`config.mk`:
```
export PLATFORM = sky130hd
export DESIGN_NAME = sipo_deser_flat
export DESIGN_NICKNAME = d
export VERILOG_FILES = /design/src/rtl/sipo_pkg.sv /design/src/rtl/sipo_deser_if.sv /design/src/rtl/sipo_shift.sv /design/src/rtl/sipo_deser.sv /design/src/flat_wrapper.sv
export SDC_FILE = /design/constraint.sdc
export NUM_CORES = 1
export LEC_CHECK = 0
export ABC_AREA = 1
export CAP_MARGIN = 30
export CORE_AREA = 2 2 39 41
export DETAILED_ROUTE_END_ITERATION = 10
export DIE_AREA = 0 0 41 43
export PLACE_DENSITY = 0.69
export SETUP_SLACK_MARGIN = 0.05
export SLEW_MARGIN = 20
export SYNTH_ARGS = -nofsm -noshare
export SYNTH_HDL_FRONTEND = slang
export SYNTH_HIERARCHICAL = 1
export SYNTH_SLANG_ARGS = --single-unit
```
`constraint.sdc`:
```
create_clock -name clk -period 1.2 [get_ports clk]
set_clock_uncertainty 0.1 [all_clocks]
set_input_delay 0.12 -clock clk [delete_from_list [all_inputs] [get_ports clk]]
set_output_delay 0.12 -clock clk [all_outputs]
set_load 0.01 [all_outputs]
```
`src/rtl/sipo_pkg.sv`:
```
// sipo_pkg: default word width and state encoding shared by the deserializer files.
package sipo_pkg;
    localparam int WIDTH_DEF = 4;
    typedef enum logic {SHIFT = 1'b0, PARITY = 1'b1} state_t;
endpackage

```
`src/rtl/sipo_deser_if.sv`:
```
// sipo_deser_if: serial input, parallel word handshake and status flags of sipo_deser.
interface sipo_deser_if import sipo_pkg::*; #(parameter int WIDTH = WIDTH_DEF);
    logic si;
    logic si_valid;
    logic [WIDTH-1:0] word_q;
    logic word_valid;
    logic word_ready;
    logic overflow;
    logic parity_err;
    modport master (output si, si_valid, word_ready, input word_q, word_valid, overflow, parity_err);
    modport slave (input si, si_valid, word_ready, output word_q, word_valid, overflow, parity_err);
endinterface

```
`src/rtl/sipo_shift.sv`:
```
// sipo_shift: MSB-first shift register with shift enable and synchronous clear.
module sipo_shift import sipo_pkg::*; #(parameter int WIDTH = WIDTH_DEF) (
    input  logic             clk,
    input  logic             clr,
    input  logic             en,
    input  logic             d,
    output logic [WIDTH-1:0] q
);
    always_ff @(posedge clk)
        if (clr) q <= '0;
        else if (en) q <= {q[WIDTH-2:0], d};
endmodule

```
`src/rtl/sipo_deser.sv`:
```
// sipo_deser: serial-in parallel-out deserializer with one-word output buffer and overflow flag.
// Define SIPO_DESER_PARITY_EN to append an even-parity bit to every word.
module sipo_deser import sipo_pkg::*; #(parameter int WIDTH = WIDTH_DEF) (
    input logic       clk,
    input logic       rst,
    sipo_deser_if.slave bus
);
    localparam int CW = $clog2(WIDTH);
    state_t state, state_d;
    logic [CW-1:0] cnt, cnt_d;
    logic [WIDTH-1:0] sh_q, word_d;
    logic last, done, perr, xfer;
    sipo_shift #(.WIDTH(WIDTH)) u_shift (
        .clk(clk),
        .clr(rst),
        .en(bus.si_valid && state == SHIFT),
        .d(bus.si),
        .q(sh_q)
    );
    always_comb begin
        last = bus.si_valid && state == SHIFT && cnt == CW'(WIDTH - 1);
        xfer = bus.word_valid && bus.word_ready;
`ifdef SIPO_DESER_PARITY_EN
        // data bits stay in the shifter while the parity bit is checked
        state_d = last ? PARITY : (bus.si_valid && state == PARITY) ? SHIFT : state;
        cnt_d = (bus.si_valid && state == PARITY) ? '0 : (bus.si_valid && !last) ? cnt + 1'b1 : cnt;
        word_d = sh_q;
        done = bus.si_valid && state == PARITY && (^sh_q == bus.si);
        perr = bus.si_valid && state == PARITY && (^sh_q != bus.si);
`else
        state_d = SHIFT;
        cnt_d = bus.si_valid ? (last ? '0 : cnt + 1'b1) : cnt;
        word_d = {sh_q[WIDTH-2:0], bus.si};
        done = last;
        perr = 1'b0;
`endif
    end
    always_ff @(posedge clk) begin
        if (rst) begin
            state <= SHIFT;
            cnt <= '0;
            bus.word_q <= '0;
            bus.word_valid <= 1'b0;
            bus.overflow <= 1'b0;
            bus.parity_err <= 1'b0;
        end else begin
            state <= state_d;
            cnt <= cnt_d;
            bus.parity_err <= perr;
            // a completed word only fits if the buffer is empty or draining this edge
            if (done && (!bus.word_valid || xfer)) begin
                bus.word_q <= word_d;
                bus.word_valid <= 1'b1;
            end else begin
                if (xfer) bus.word_valid <= 1'b0;
                if (done) bus.overflow <= 1'b1;
            end
        end
    end
endmodule

```
`src/flat_wrapper.sv`:
```
// flat-port wrapper written by rule: the top's interface ports become plain ports
module sipo_deser_flat import sipo_pkg::*;
#(parameter int WIDTH = WIDTH_DEF)
  (clk, rst, bus_si, bus_si_valid, bus_word_ready, bus_word_q, bus_word_valid, bus_overflow, bus_parity_err);
  sipo_deser_if #(.WIDTH(WIDTH)) bus_i ();
  input logic clk;
  input logic rst;
  input wire logic [$bits(bus_i.si)-1:0] bus_si;
  input wire logic [$bits(bus_i.si_valid)-1:0] bus_si_valid;
  input wire logic [$bits(bus_i.word_ready)-1:0] bus_word_ready;
  output wire logic [$bits(bus_i.word_q)-1:0] bus_word_q;
  output wire logic [$bits(bus_i.word_valid)-1:0] bus_word_valid;
  output wire logic [$bits(bus_i.overflow)-1:0] bus_overflow;
  output wire logic [$bits(bus_i.parity_err)-1:0] bus_parity_err;
  assign bus_i.si = bus_si;
  assign bus_i.si_valid = bus_si_valid;
  assign bus_i.word_ready = bus_word_ready;
  assign bus_word_q = bus_i.word_q;
  assign bus_word_valid = bus_i.word_valid;
  assign bus_overflow = bus_i.overflow;
  assign bus_parity_err = bus_i.parity_err;
  sipo_deser #(.WIDTH(WIDTH)) u_core (.clk(clk), .rst(rst), .bus(bus_i));
endmodule
```
Word level (Yosys, flattened, before mapping)
Index checks and enable logic that the tools add are counted.
{"block": "totals", "rom_bits": 0, "latchBits": 0, "n_memories": 0, "input_bits": 5, "ff_bits": 11, "ram_bits": 0}
{"block": "op_classes", "n_lt_le_gt_ge": 0, "reduce_logical": 7, "n_eq_ne": 1, "addsub": 1, "bitwise_logic": 1, "multipliers": 0, "shifts": 0, "div": 0, "n_mux": 3}
{"operator": "logical AND 1 bit", "n": 3}
{"operator": "adder 2 x 1 -> 2 bit, second input constant", "n": 1}
{"operator": "equality test 2 bit, second input constant", "n": 1}
{"operator": "two-way mux 1 bit", "n": 2}
{"operator": "two-way mux 2 bit", "n": 1}
{"operator": "AND reduction 2 bit", "n": 1}
{"operator": "nonzero test 2 bit", "n": 1}
{"operator": "logical NOT 1 bit", "n": 1}
{"operator": "logical OR 1 bit", "n": 1}
{"operator": "inverter 1 bit", "n": 1}

Longest topological paths before layout
{"block": "logic_depth", "ltp_word": 5, "mapped_depth": 6, "ltp_nobuf": 6}

By module
Netlist, hierarchy kept.
{"module": "sipo_deser", "area_each_um2": 340.3, "seq_area_each_um2": 160.2, "instances": 1, "cells_per_inst": 45}
{"module": "sipo_shift", "area_each_um2": 175.2, "seq_area_each_um2": 80.1, "instances": 1, "cells_per_inst": 26}

Least setup slack after synthesis
OpenSTA, ideal clock, no wires.
{"block": "synth_timing", "kind": "register -> register", "start": "register u_core.cnt[0]", "end": "register u_core.bus.word_q[0]", "arrival_ps": 814, "path_buffers": 0, "setup_ps": 115, "required_ps": 985, "path_slack_ps": 171, "path_stages_with_launch": 7, "path_cell_list": "dfxtp_1 -> ha_1 -> nand2_2 -> inv_2 -> nand3_1 -> nand2_1 -> nor2_1"}
{"block": "synth_via", "elab_chain_cells": 3}
{"item": "start: declaration", "line_no": "sipo_deser.sv:10", "source": "logic [CW-1:0] cnt, cnt_d;"}
{"item": "start signal: assignment", "line_no": "sipo_deser.sv:48", "source": "cnt <= cnt_d;"}
{"item": "equality test 2 bit", "line_no": "sipo_deser.sv:21", "source": "last = bus.si_valid && state == SHIFT && cnt == CW'(WIDTH - 1);"}
{"item": "logical AND 1 bit", "line_no": "sipo_deser.sv:21"}
{"item": "logical AND 1 bit", "line_no": "sipo_deser.sv:51", "source": "if (done && (!bus.word_valid || xfer)) begin"}
{"item": "end signal: assignment", "line_no": "sipo_deser.sv:52", "source": "bus.word_q <= word_d;"}
{"item": "end: declaration", "line_no": "sipo_deser_if.sv:11", "source": "modport slave (input si, si_valid, word_ready, output word_q, word_valid, overflow, parity_err);"}
No other way between the ends.
A chain may end at the register's enable or synchronous reset.

Final worst setup path
{"block": "layout_timing", "start": "register u_core.cnt[0]", "end": "register u_core.bus.word_q[1]"}
Same word-level chain as after synthesis.

==> impl_metrics.tcl <==
set metrics [dict create \
    fin_nets 87 \
    die_w_microns 41 \
    r2r_start "u_core/cnt[0]$_SDFFE_PP0P_" \
    p_sw_mw 0.1711 \
    drive_gt1_frac 0.1875 \
    clock-sinks 11 \
    rsz0062_at_grt "true" \
    finalHoldViolCount 0 \
    syn_area_sq_um 476.7 \
    syn_nets 71 \
    crit_end "u_core/bus.word_q[1]$_SDFFE_PP0P_" \
    cts_root_buffer "clkbuf_4" \
    r2r_end "u_core/bus.word_q[1]$_SDFFE_PP0P_" \
    rr_worst_depth 6 \
    status "finished clean" \
    cts_tree "done" \
    antenna_found_initial 0 \
    die_area_sq_mm 0.001763 \
    core_area_sq_mm 0.001384 \
    ios 12 \
    critPathMaxFanout 9 \
    cts_buffers 3 \
    final-max-slew-violation-count 0 \
    crit_type "reg2reg" \
    grt.total_usage 0.1365 \
    fin_ws_ps 91.56 \
    comb_power_share 0.130 \
    viasPerCell 4.552 \
    mostFrequentLayoutCell "inv_1" \
    globalplace.congestion 0.7534 \
    power.density_mw_per_mm2 1164 \
    port_buffers 10 \
    min_period_over_period 0.9237 \
    drtAntennaViolNets 0 \
    syn_inst 65 \
    worst_ir_drop_vdd_uv 661.6 \
    p_leak_nw 0.3110 \
    most-common-layout-cells "11 x inv_1, 10 x nand2_1, 9 x dfxtp_1, 8 x nor2_1, 7 x a21oi_1" \
    htree_levels 1 \
    end_kind "flip-flop" \
    vias 437 \
    grt_pass1_wl_microns 1587 \
    clock_path_buffers 2 \
    critical_path.startpoint "u_core/cnt[0]$_SDFFE_PP0P_" \
    maxCapViolations 0 \
    syn_to_final_growth_pct 31.50 \
    ctsHoldBuffers 0 \
    initial_utilization 0.3445 \
    internal_power_mw 0.5583 \
    cp-start-kind "flip-flop" \
    wl_per_cell_microns 9.135 \
    grt_max_degree 11 \
    std_cell_rows 14 \
    setup_viol_count_final 0 \
    clk_pin_slew_worst_paths_ps 60 \
    crit_required_ps 1250 \
    drtPass1Iterations 4 \
    drt-initial-drc-count 8 \
    fp.dieH_microns 43 \
    dp_hpwl_microns 661.8 \
    synth_warnings 6 \
    drc 0 \
    fin_crit_ps 1108 \
    seq_power_share 0.542 \
    clkPwrFrac 0.328 \
    worst_hold_path_type "reg2reg" \
    gr-total-overflow 0 \
    critPathArrivalTime_ps 1160 \
    syn_area_per_cell_sq_um 7.334 \
    tns_ps 0 \
    clock_latency_ps 260 \
    diodes 0 \
    swShare 0.2346 \
    timing.fmax_mhz 902.2 \
    reg2reg_slack_ps 90 \
    place_ws_ps -18.59 \
    grt_pass1_vias 396 \
    wl_microns 877 \
]
## final cells by class
type,count,area [sq um]
clock buffers,4,26.28
fillers,154,757.0
inverters,13,51.30
multi-input cells,39,191.4
flip-flops and latches,11,222.7
well taps,16,20.02
repair buffers,13,115.1
## how the worst min path moves through the flow
stage                                           from  depth (start not counted)  slack (ps)                                to
floorplan                                        rst                          1          90  u_core/bus.overflow$_SDFFE_PP0P_
global placement    u_core/bus.overflow$_SDFFE_PP0P_                          2         340  u_core/bus.overflow$_SDFFE_PP0P_
detailed placement  u_core/bus.overflow$_SDFFE_PP0P_                          2         350  u_core/bus.overflow$_SDFFE_PP0P_
CTS                 u_core/bus.overflow$_SDFFE_PP0P_                          2         360  u_core/bus.overflow$_SDFFE_PP0P_
global route        u_core/bus.overflow$_SDFFE_PP0P_                          2         390  u_core/bus.overflow$_SDFFE_PP0P_
finish              u_core/bus.overflow$_SDFFE_PP0P_                          2         360  u_core/bus.overflow$_SDFFE_PP0P_
## routing by layer
layer	routed length, microns	vias to the layer above	GRT usage	part of all wire
li1	-	227	-	-
met1	388	199	0.1546	0.44
met2	428	9	0.1906	0.49
met3	46	2	0.06283	0.052
met4	14	0	0.1000	0.016
met5	0	-	0	0
## flip-flops by register name, indices dropped and copies added (netlist names)
signal,count
u_core/bus.word_q,4
u_core/cnt,2
u_core/u_shift/q,3
u_core/bus.word_valid,1
u_core/bus.overflow,1
## per-stage QoR
stage          std cells  utilization  cell area [sq um]  total power, mW  hold WS, ps
2_1_floorplan         65            -              476.7           0.4602        89.07
3_3_place_gp          92       0.4340              600.6           0.4944        335.0
3_5_place_dp          92       0.4340              600.6           0.4980        351.6
4_1_cts               96       0.4512              624.3           0.7437        358.6
5_1_grt               96       0.4530              626.9           0.7855        389.8
6_report              96       0.4530              626.9           0.7294        362.2
## power by group through the flow
stage	logic [mW]	registers, mW	clock network, mW
finish	0.0947	0.396	0.239
global route	0.111	0.398	0.277
CTS	0.0943	0.394	0.255
detailed placement	0.0957	0.402	0
global placement	0.0927	0.402	0
floorplan	0.0577	0.402	0
## critical path: stages (launching register included)
cell	delay, ps
dfxtp_2	340
ha_2	190
nand2_2	80
inv_4	90
nand3_1	80
nand2_1	70
nor2_1	40
## timing repair
item                                    CTS  global route
resized for setup                         8             2
endpoints found under the setup margin    7             4
setup buffers                             0             0
pin swaps                                 0             1
Note: power is estimated with default switching activity, not from simulation.
